==> config.mk <==
export PLATFORM = sky130hd
export DESIGN_NAME = add_seq
export DESIGN_NICKNAME = d
export VERILOG_FILES = /design/src/rtl/add_seq.sv
export SDC_FILE = /design/constraint.sdc
export NUM_CORES = 1
export LEC_CHECK = 0
export CORE_ASPECT_RATIO = 1.5
export CORE_UTILIZATION = 52
export CTS_BUF_LIST = sky130_fd_sc_hd__clkbuf_4 sky130_fd_sc_hd__clkbuf_8
export DETAILED_ROUTE_END_ITERATION = 8
export PLACE_DENSITY = 0.82
export SLEW_MARGIN = 20
export SYNTH_ARGS = -nofsm -noshare
export SYNTH_HDL_FRONTEND = slang
export SYNTH_SLANG_ARGS = --single-unit
==> constraint.sdc <==
create_clock -name clk -period 2.91 [get_ports clk]
set_clock_uncertainty 0.15 [all_clocks]
set_input_delay 0.291 -clock clk [delete_from_list [all_inputs] [get_ports clk]]
set_output_delay 0.291 -clock clk [all_outputs]
set_load 0.02 [all_outputs]
==> src/rtl/add_seq.sv <==
// add_seq: multi-cycle chunked adder/subtractor, W bits per cycle,
// least significant chunk first, carry rippled through a flop.
module add_seq #(
    parameter int N = 32,
    parameter int W = 8
) (
    input  logic         clk,
    input  logic         rst_n,
    input  logic         in_valid,
    output logic         in_ready,
    input  logic [N-1:0] a,
    input  logic [N-1:0] b,
    input  logic         c_in,
    input  logic         sub,
    output logic         out_valid,
    input  logic         out_ready,
    output logic [N:0]   sum,
    output logic         ovf
);

    localparam int K  = (W > 0) ? (N / W) : 0;
    localparam int CW = (K > 2) ? $clog2(K) : 1;

    generate
        if (W < 1) begin : g_bad_w
            $error("add_seq: W must be at least 1");
        end
        if ((W > 0) && ((N % W) != 0)) begin : g_bad_div
            $error("add_seq: N must be a multiple of W");
        end
        if (K < 2) begin : g_bad_k
            $error("add_seq: N/W must be at least 2");
        end
    endgenerate

    typedef enum logic [1:0] {
        ST_IDLE = 2'd0,
        ST_RUN  = 2'd1,
        ST_DONE = 2'd2
    } state_t;

    state_t        r_state;
    state_t        w_next;
    logic [CW-1:0] r_cnt;
    logic [N-1:0]  r_a;
    logic [N-1:0]  r_b;
    logic [N-1:0]  r_res;
    logic          r_carry;
    logic          r_cmsb;

    logic [W:0]    w_chunk;
    logic          w_cmsb;
    logic          w_last;
    logic          w_accept;

    // The operand registers shift right by W each chunk, so the
    // adder always reads the bottom W bits: no wide mux on the path.
    assign w_chunk = {1'b0, r_a[W-1:0]}
                   + {1'b0, r_b[W-1:0]}
                   + {{W{1'b0}}, r_carry};

    // Carry into the chunk MSB, recovered from its sum bit.
    assign w_cmsb = w_chunk[W-1] ^ r_a[W-1] ^ r_b[W-1];

    assign w_last   = (r_cnt == CW'(K - 1));
    assign w_accept = in_valid && (r_state == ST_IDLE);

    // State register.
    always_ff @(posedge clk or negedge rst_n) begin
        if (!rst_n) begin
            r_state <= ST_IDLE;
        end else begin
            r_state <= w_next;
        end
    end

    // Next-state decode.
    always_comb begin
        w_next = r_state;
        unique case (r_state)
            ST_IDLE: begin
                if (in_valid) begin
                    w_next = ST_RUN;
                end
            end
            ST_RUN: begin
                if (w_last) begin
                    w_next = ST_DONE;
                end
            end
            ST_DONE: begin
                if (out_ready) begin
                    w_next = ST_IDLE;
                end
            end
            default: begin
                w_next = ST_IDLE;
            end
        endcase
    end

    // Chunk counter: cleared on accept, stepped once per chunk.
    always_ff @(posedge clk or negedge rst_n) begin
        if (!rst_n) begin
            r_cnt <= '0;
        end else if (w_accept) begin
            r_cnt <= '0;
        end else if (r_state == ST_RUN) begin
            r_cnt <= r_cnt + 1'b1;
        end
    end

    // Operand capture (B pre-inverted for subtract) and shift-out.
    always_ff @(posedge clk or negedge rst_n) begin
        if (!rst_n) begin
            r_a <= '0;
            r_b <= '0;
        end else if (w_accept) begin
            r_a <= a;
            r_b <= b ^ {N{sub}};
        end else if (r_state == ST_RUN) begin
            r_a <= r_a >> W;
            r_b <= r_b >> W;
        end
    end

    // Result shifts in from the top; aligned after the last chunk.
    always_ff @(posedge clk or negedge rst_n) begin
        if (!rst_n) begin
            r_res <= '0;
        end else if (r_state == ST_RUN) begin
            r_res <= {w_chunk[W-1:0], r_res[N-1:W]};
        end
    end

    // Inter-chunk carry and carry-into-MSB for overflow.
    always_ff @(posedge clk or negedge rst_n) begin
        if (!rst_n) begin
            r_carry <= 1'b0;
            r_cmsb  <= 1'b0;
        end else if (w_accept) begin
            r_carry <= c_in ^ sub;
        end else if (r_state == ST_RUN) begin
            r_carry <= w_chunk[W];
            if (w_last) begin
                r_cmsb <= w_cmsb;
            end
        end
    end

    // Outputs depend on registers only.
    always_comb begin
        in_ready  = (r_state == ST_IDLE);
        out_valid = (r_state == ST_DONE);
        sum       = {r_carry, r_res};
        ovf       = r_cmsb ^ r_carry;
    end

endmodule

==> results of run 1 <==
[logic make-up after synthesis]
group,synth area share
simple gates,0.2028
flops,0.5304
compound gates,0.1225
fa+ha+maj,0.02912
xor+xnor,0.07566
buf+inv,0.03952
[power by group through the flow]
stage | combinational [mW] | clock (mW) | sequential (mW)
2_1_floorplan | 2.10 | 0 | 2.63
3_3_place_gp | 3.20 | 0 | 2.46
3_5_place_dp | 3.33 | 0 | 2.49
4_1_cts | 3.34 | 0.838 | 2.46
5_1_grt | 3.70 | 0.899 | 2.54
6_report | 3.31 | 0.822 | 2.46
[tightest hold or removal path, delay by kind of cell]
kind                   cells  cell delay [ns]
buffers and inverters      1             0.39
AND/OR/NAND/NOR            2             0.10
[cell type report]
cell class | instances | area share
Clock buffer | 10 | 0.02254
Clock inverter | 6 | 0.007376
Inverter | 5 | 0.003073
Multi-Input combinational cell | 373 | 0.3405
Sequential cell | 102 | 0.4179
Tap cell | 110 | 0.02254
Timing Repair Buffer | 117 | 0.1860
[cell usage in the layout, fill, tap and decap left out, drive strengths merged, types with 2 or more instances in the layout]
cell,n
nand2,179
clkdlybuf4s50,103
dfrtp,102
nor2,28
a22oi,23
xnor2,20
o21ai,20
xor2,19
nand3,19
a31oi,15
buf,13
a221o,10
clkbuf,10
ha,8
inv,6
a21oi,4
nor3,3
clkinvlp,3
nor3b,2
o31ai,2
or2,2
fa,2
nand2b,2
nor2b,2
a211oi,2
clkinv,2
[flip-flops by register name, summed over array words and instances, names as in the netlist]
register and cells:
r_state 2, r_cnt 2, r_cmsb 1, r_carry 1, r_b 32, r_res 32
r_a 32
[final timing paths]
check | depth (start not counted) | endpoint | slack (ns)
worst max-delay path | 8 | r_res[30] | 0.54
worst min-delay path | 3 | r_a[24] | 0.28
worst max register to register | 8 | r_res[30] | 0.54
worst min register to register | 2 | r_res[2] | 0.33
max in group asynchronous | 3 | r_b[1] | 1.49
min in group asynchronous | 2 | r_res[0] | 0.37
[stage by stage]
step,cells,power (mW),utilization,worst slack [ns]
floorplan,516,4.728,-,0.7854
global placement,706,5.658,0.6660,0.6285
detailed placement,706,5.822,0.6660,0.5251
CTS,723,6.638,0.6877,0.5179
global route,723,7.136,0.6877,0.3578
finish,723,6.590,0.6877,0.5371
[layer usage]
metal  vias to the layer above  GRT usage  share of wire
met4                         0    0.09933          0.028
met1                      1868     0.2856           0.40
met2                       124     0.4084           0.53
li1                       1895          -              -
met5                         -          0              0
met3                        23    0.04030          0.043
==> impl_metrics.toml, run 1 <==
[outcome]
status = "complete, no violations"

[cts]
clock_tree.htree_level_count = 3
clockBufferDepth = 2
root_buffer = "clkbuf_8"
post_cts.repair.setup_buffers = 0
clkLatencyLatePin_ns = 0.37
cts_tree = "done"
cts_buffer_count = 9
path_clk_slew_ns = 0.10
clkSinkCount = 102
post_cts_resized = 0
cts_hold_buffers = 1

[logic_synthesis]
synth_top_cell_area_share = 0.5304
synth_fp_nets = 596
asyncSetResetFlopFracSynth = 1.000
yosys.cell_types.count = 40
synth_area_per_cell_um2 = 9.326
flop_and_latch_count_out_of_synthesis = 102
synth.cells.most_frequent = "nand2_1, dfrtp_1, nor2_1"
ys_seq_area_frac = 0.5304
total_of_warnings_raised_by_yosys = 0
synth-edff-count = 0
syn_inst = 516
post_synth_main_area_contributors = "dfrtp_1, nand2_1, xnor2_1"
ys_dominant_reg_cell = "dfrtp_1"
post-synth-top-count-cell = "nand2_1"
synth_area_um2 = 4812
synth_area_leader_cell = "dfrtp_1"

[sta]
final_hold_viol_count = 0
timing_max_transition_violations_final = 0
hold_slack_ns = 0.2820
layout_min_cycle_time_ns = 2.373
tightestPinTransition_ns = 0.7639
setup_viol_count_final = 0
final_min_period_over_clock_period = 0.8154
rsz0062_at_grt = "false"
fmax_ghz = 0.4214
setup-tns-final_ns = 0
worst_slew_margin_rel = 0.4907

[routing]
drcViolationCount = 0
route.detailed.vias_per_inst = 5.408
totalWireLength_mm = 10.09
drt-pass1-iter-count = 4
routedWlPerCell_um = 13.96
antenna_violating_nets_post_route = 0
detail_route.iter0.violations = 302
route.vias.total = 3910

[floorplanning]
design.die.area_um2 = 9651
initial_utilization = 0.5418
boundaryPins = 106
dieHeight_um = 119.8
dieWidth_um = 80.55
floorplan.rows = 42
core_um2 = 8881

[min_path]
timing.hold.worst.start = "a[24]"
hold_path_class = "in -> reg"

[power]
p_leak_nw = 2.854
seq_power_share = 0.373
cell_internal_pwr_mw = 3.808
power.net_switching_mw = 2.782
vdd_drop_max_v = 0.0005720
pwr-share-comb = 0.502
power_density_nw_per_um2 = 1079
power_frac_clock = 0.125
netSwitchingFraction = 0.4221

[placed_design]
dp.final_hpwl_mm = 7.451
io_buffers = 105
global_placement_routability_congestion = 0.8311
placed_area_um2 = 5914

[layout]
drive_above_1_share = 0.06525
multiInputGateArea_um2 = 2079
nNetsFinal = 688
final-seq-area_um2 = 2552
post-route-cell-area_um2 = 6107
area_growth_pct = 26.91
fill_cells = 697
antenna_cells_inserted = 0

[worst_setup_path]
crit_path_max_fanout = 4
worstReg2RegStart = "r_a[0]"
critical_path_buf_inv_count = 1
critPathSlowestCell = "fa_1"
worstSetupStartpointType = "register"
critical_path_required_ns = 3.07
path_delay_family = "adder cells"
setup.worst_path.class = "reg -> reg"
worst_setup_path_end_kind = "register"
dominant_cell_type_by_count_on_the_critical_path = "fa_1"
worst_ep_arrival_time_ns = 2.53
worstPathCellList = "fa_1 > inv_1 > fa_1 > nor2b_1 > o21ai_0 > a21boi_0 > or3_1 > nand3_1"
cp_startpoint = "r_a[0]"
timing.critical_path.slowest_cell_delay_ns = 0.49

[global_route]
globalRouteOverflowTotal = 0
largest_net_degree_at_the_start_of_global_routing = 63
via_count_of_the_first_global_routing_pass = 3917
grt_pass1_wl_mm = 17.47
groute.usage.overall = 0.2363
antenna_found_initial = 0

[flow_run]
drv_cap = 0
(Power assumes the default switching activity.)
==> run 2: changes to the inputs <==
==> constraint.sdc (replaced) <==
create_clock -name clk -period 2.3 [get_ports clk]
set_clock_uncertainty 0.15 [all_clocks]
set_input_delay 0.23 -clock clk [delete_from_list [all_inputs] [get_ports clk]]
set_output_delay 0.23 -clock clk [all_outputs]
set_load 0.02 [all_outputs]
==> impl_metrics.toml, run 2 (synthesized netlist as in run 1, its figures left out) <==
[global_route]
groute.usage.overall = 0.2339
via_count_of_the_first_global_routing_pass = 3791
top_usage_layer = "met2"
grt_use_met3 = 0.04030
largest_net_degree_at_the_start_of_global_routing = 50
use_met2 = 0.3845
globalRouteOverflowTotal = 0
groute.layer.met1.usage = 0.2875
antenna_found_initial = 0
grt_pass1_wl_mm = 17.17

[placed_design]
global_placement_routability_congestion = 0.8508
io_buffers = 105
dp.final_hpwl_mm = 7.429

[routing]
detail_route.iter0.violations = 254
route.vias.total = 3933
antenna_violating_nets_post_route = 0
drcViolationCount = 0
route.detailed.vias_per_inst = 5.440
totalWireLength_mm = 10.28
routedWlPerCell_um = 14.21
drt-pass1-iter-count = 4

[layout]
final-seq-area_um2 = 2552
most-common-layout-cells = "nand2_1, clkdlybuf4s50_1, dfrtp_1, nor2_1, a22oi_1"
nNetsFinal = 689
drive_above_1_share = 0.06852
layout.core_utilization = 0.6999
reg_top3 = "r_a x32, r_b x32, r_res x32"
multiInputGateArea_um2 = 2087
layout_commonest_cell = "nand2_1"
area_growth_pct = 29.17
antenna_cells_inserted = 0
fill_cells = 700

[power]
p_leak_nw = 2.900
power.net_switching_mw = 3.544
power_frac_clock = 0.144
power_density_nw_per_um2 = 1403
vdd_drop_max_v = 0.0008713
pwr-share-comb = 0.498
seq_power_share = 0.358
power_total_mw = 8.719
cell_internal_pwr_mw = 5.175
netSwitchingFraction = 0.4064

[outcome]
status = "complete, no violations"

[worst_setup_path]
path_delay_family = "adder cells"
worst_ep_arrival_time_ns = 2.29
critPathSlowestCell = "fa_2"
timing.reg2reg.setup_slack_ns = 0.16
cp_startpoint = "r_a[0]"
worstReg2RegStart = "r_a[0]"
worst_setup_path_end_kind = "register"
worstPathCellList = "fa_2 > inv_1 > fa_1 > nor2b_1 > o21ai_1 > a21boi_1 > or3_1 > nand3_1"
critical_path_buf_inv_count = 1
timing.critical_path.slowest_cell_delay_ns = 0.42
worstSetupStartpointType = "register"
crit_path_max_fanout = 4
critical_path_required_ns = 2.46
setup.worst_path.class = "reg -> reg"

[sta]
final_min_period_over_clock_period = 0.9285
worst_slew_margin_rel = 0.5765
timing_max_transition_violations_final = 0
tightestPinTransition_ns = 0.6353
rsz0062_at_grt = "false"
setup-tns-final_ns = 0
final_hold_viol_count = 0
setup_viol_count_final = 0
fmax_ghz = 0.4683
layout_min_cycle_time_ns = 2.136

[floorplanning]
initial_utilization = 0.5418
dieHeight_um = 119.8
dieWidth_um = 80.55
boundaryPins = 106
core_um2 = 8881
design.die.area_um2 = 9651
floorplan.rows = 42

[min_path]
timing.hold.worst.start = "sub"
hold_path_class = "in -> reg"

[cts]
clkSinkCount = 102
clkLatencyLatePin_ns = 0.36
cts_buffer_count = 9
cts_tree = "done"
clock_tree.htree_level_count = 3
root_buffer = "clkbuf_8"
path_clk_slew_ns = 0.09
clockBufferDepth = 2

[flow_run]
drv_cap = 0
## run 2: metrics by stage
| stage | hold WS [ns] | instance area (um2) | std cells | setup slack, ns |
|---|---|---|---|---|
| floorplan | -0.2156 | 4812 | 516 | 0.1754 |
| global placement | 0.1308 | 5972 | 707 | 0.08543 |
| detailed placement | 0.1369 | 5972 | 707 | 0.0003706 |
| CTS | 0.2058 | 6208 | 723 | 0.03742 |
| global route | 0.2198 | 6216 | 723 | 0.001279 |
| finish | 0.2057 | 6216 | 723 | 0.1645 |
## run 2: path summary, 6_finish.rpt
| kind | depth (start not counted) | to |
|---|---|---|
| max in group asynchronous | 3 | r_a[16] |
| min in group asynchronous | 2 | r_res[8] |
| max | 8 | r_res[30] |
| max reg2reg | 8 | r_res[30] |
| min reg2reg | 2 | r_res[3] |
| min | 3 | r_b[24] |
## run 2: what timing repair did
item	4_1_cts	5_1_grt
gates resized for setup	1	3
endpoints found under the setup margin	1	2
hold buffers	1	0
setup buffers	0	0
hold endpoints to repair	47	0
gates cloned	0	0
## run 2: power by group through the flow
stage	sequential [mW]	combinational, mW	clock [mW]
global placement	3.10	4.18	0
global route	3.20	4.83	1.36
floorplan	3.32	2.66	0
CTS	3.11	4.36	1.28
finish	3.12	4.35	1.26
detailed placement	3.15	4.35	0
## run 2: worst register-to-register path: cells and delay by family, from the launching register on
kind	cells	cell delay, ns
fa+ha+maj	2	0.63
simple gates	3	0.50
flops	1	0.41
compound gates	2	0.31
buf+inv	1	0.09
## run 2: layer usage
layer,up-vias,part of all wire
met2,128,0.52
li1,1897,-
met1,1880,0.40
met5,-,0
met4,0,0.037
met3,28,0.041
## run 2: layout make-up
type,instances,area share
well taps,110,0.02214
flip-flops and latches,102,0.4106
clock inverters,3,0.01087
clock buffers,12,0.02556
multi-input cells,373,0.3357
repair buffers,118,0.1920
inverters,5,0.003019
==> run 3: changes to the inputs <==
--- a/config.mk
+++ b/config.mk
@@ -5,11 +5,13 @@
 export SDC_FILE = /design/constraint.sdc
 export NUM_CORES = 1
 export LEC_CHECK = 0
+export CELL_PAD_IN_SITES_DETAIL_PLACEMENT = 1
+export CELL_PAD_IN_SITES_GLOBAL_PLACEMENT = 2
 export CORE_ASPECT_RATIO = 1.5
-export CORE_UTILIZATION = 52
+export CORE_UTILIZATION = 32
 export CTS_BUF_LIST = sky130_fd_sc_hd__clkbuf_4 sky130_fd_sc_hd__clkbuf_8
 export DETAILED_ROUTE_END_ITERATION = 8
-export PLACE_DENSITY = 0.82
+export PLACE_DENSITY_LB_ADDON = 0.1
 export SLEW_MARGIN = 20
 export SYNTH_ARGS = -nofsm -noshare
 export SYNTH_HDL_FRONTEND = slang
==> impl_metrics.toml, run 3 (synthesized netlist as in run 1, its figures left out) <==
[power]
pwr-share-comb = 0.512
seq_power_share = 0.360
p_leak_nw = 2.893
netSwitchingFraction = 0.4239
power.net_switching_mw = 3.664
power_density_nw_per_um2 = 1374
power_frac_clock = 0.128
cell_internal_pwr_mw = 4.979
vdd_drop_max_v = 0.0004337

[floorplanning]
floorplan.rows = 54
dieHeight_um = 152.2
dieWidth_um = 102.1
initial_utilization = 0.3297
design.die.area_um2 = 15540
boundaryPins = 106
core_um2 = 14590

[outcome]
status = "complete, no violations"

[worst_setup_path]
r2r-end = "r_res[30]"
worst_ep_arrival_time_ns = 2.29
crit_end = "r_res[30]"
worstSetupStartpointType = "register"
worst_setup_path_end_kind = "register"
r2r_cells = 8
critPathSlowestCell = "dfrtp_1"
setup.worst_path.class = "reg -> reg"
timing.reg2reg.setup_slack_ns = 0.17
cp_startpoint = "r_a[0]"
worstPathCellList = "fa_2 > inv_1 > fa_1 > nor2b_1 > o21ai_1 > a21boi_1 > or3_1 > nand3_1"
timing.critical_path.slowest_cell_delay_ns = 0.42
critical_path_required_ns = 2.46
worstReg2RegStart = "r_a[0]"
crit_path_max_fanout = 4

[routing]
route.detailed.vias_per_inst = 4.774
totalWireLength_mm = 12.07
drt-pass1-iter-count = 4
route.vias.total = 3872
detail_route.iter0.violations = 105
antenna_violating_nets_post_route = 0
routedWlPerCell_um = 14.88
drcViolationCount = 0

[sta]
rsz0062_at_grt = "false"
final_hold_viol_count = 0
fmax_ghz = 0.4697
final_min_period_over_clock_period = 0.9257
layout_min_cycle_time_ns = 2.129
timing_max_transition_violations_final = 0
worst_slew_margin_rel = 0.6140
setup_viol_count_final = 0
setup_slack_ns = 0.1709
tightestPinTransition_ns = 0.5790

[global_route]
use_met2 = 0.2931
antenna_found_initial = 0
grt_use_met3 = 0.02477
grt_pass1_wl_mm = 20.47
groute.usage.overall = 0.1694
top_usage_layer = "met2"
globalRouteOverflowTotal = 0
largest_net_degree_at_the_start_of_global_routing = 103
groute.layer.met1.usage = 0.2061
via_count_of_the_first_global_routing_pass = 4114

[placed_design]
global_placement_routability_congestion = 0.7874
place.detailed.instances = 794
placed_area_um2 = 6087
place_worst_setup_slack_ns = -0.003510
dp.final_hpwl_mm = 8.632
io_buffers = 105

[layout]
multiInputGateArea_um2 = 2082
final-seq-area_um2 = 2552
area_growth_pct = 30.68
fill_cells = 1740
drive_above_1_share = 0.06992
antenna_cells_inserted = 0
reg_top3 = "r_a x32, r_b x32, r_res x32"
nNetsFinal = 690
most-common-layout-cells = "nand2_1, clkdlybuf4s50_1, dfrtp_1, nor2_1, a22oi_1"
post-route-cell-area_um2 = 6289
final-instance-count-excl-fill = 811
layout_commonest_cell = "nand2_1"

[cts]
clock_tree.htree_level_count = 3
root_buffer = "clkbuf_8"
path_clk_slew_ns = 0.10
clkLatencyLatePin_ns = 0.38
clkSinkCount = 102
clockBufferDepth = 2
cts_buffer_count = 9
cts_tree = "done"

[min_path]
hold_path_class = "in -> reg"

[flow_run]
drv_cap = 0
-- run 3: power groups by stage --
| stage | clock network (mW) | logic [mW] | registers, mW |
|---|---|---|---|
| after floorplan | 0 | 2.66 | 3.32 |
| after global placement | 0 | 4.40 | 3.14 |
| after detailed placement | 0 | 4.51 | 3.17 |
| after CTS | 1.16 | 4.53 | 3.13 |
| after global routing | 1.22 | 4.99 | 3.22 |
| final | 1.10 | 4.43 | 3.11 |
-- run 3: area by class of cell --
type,instances,share of cell area
clock inverters,4,0.004775
multi-input cells,373,0.3311
flip-flops and latches,102,0.4059
inverters,5,0.002984
clock buffers,12,0.02527
well taps,196,0.03900
repair buffers,119,0.1910
-- run 3: worst max-delay path: cells and delay by family, from the launching register on --
kind	cells	cell delay (ns)
AOI/OAI and AO/OA	2	0.28
adders and majority gates	2	0.62
buffers and inverters	1	0.08
DFF	1	0.42
and+or+nand+nor	3	0.52
-- run 3: what timing repair did --
| item | 4_1_cts | 5_1_grt |
|---|---|---|
| setup endpoints to repair | 1 | 2 |
| hold buffers | 1 | 0 |
| gates resized for setup | 1 | 2 |
| buffers inserted | 0 | 0 |
| endpoints found under the hold margin | 102 | 0 |
-- run 3: worst min-delay path by stage --
stage	start	to	slack (ns)	cells after the start
after global placement	rst_n	r_res[7]	0.20	2
final	a[29]	r_a[29]	0.22	3
after floorplan	rst_n	r_a[0]	-0.22	0
after detailed placement	rst_n	r_res[7]	0.20	2
after global routing	a[29]	r_a[29]	0.23	3
after CTS	a[29]	r_a[29]	0.21	3
-- run 3: metal layers --
layer,share of wire,up-vias
li1,-,1893
met1,0.43,1887
met2,0.52,76
met3,0.028,16
met4,0.022,0
met5,0,-
-- run 3: per-stage QoR --
| stage | hold slack, ns | setup TNS [ns] | util | total power, mW |
|---|---|---|---|---|
| after floorplan | -0.2156 | 0 | - | 5.982 |
| after global placement | 0.1977 | 0 | 0.4171 | 7.533 |
| after detailed placement | 0.1996 | -0.003510 | 0.4171 | 7.685 |
| after CTS | 0.2076 | 0 | 0.4307 | 8.822 |
| after global routing | 0.2305 | 0 | 0.4309 | 9.431 |
| final | 0.2229 | 0 | 0.4309 | 8.643 |
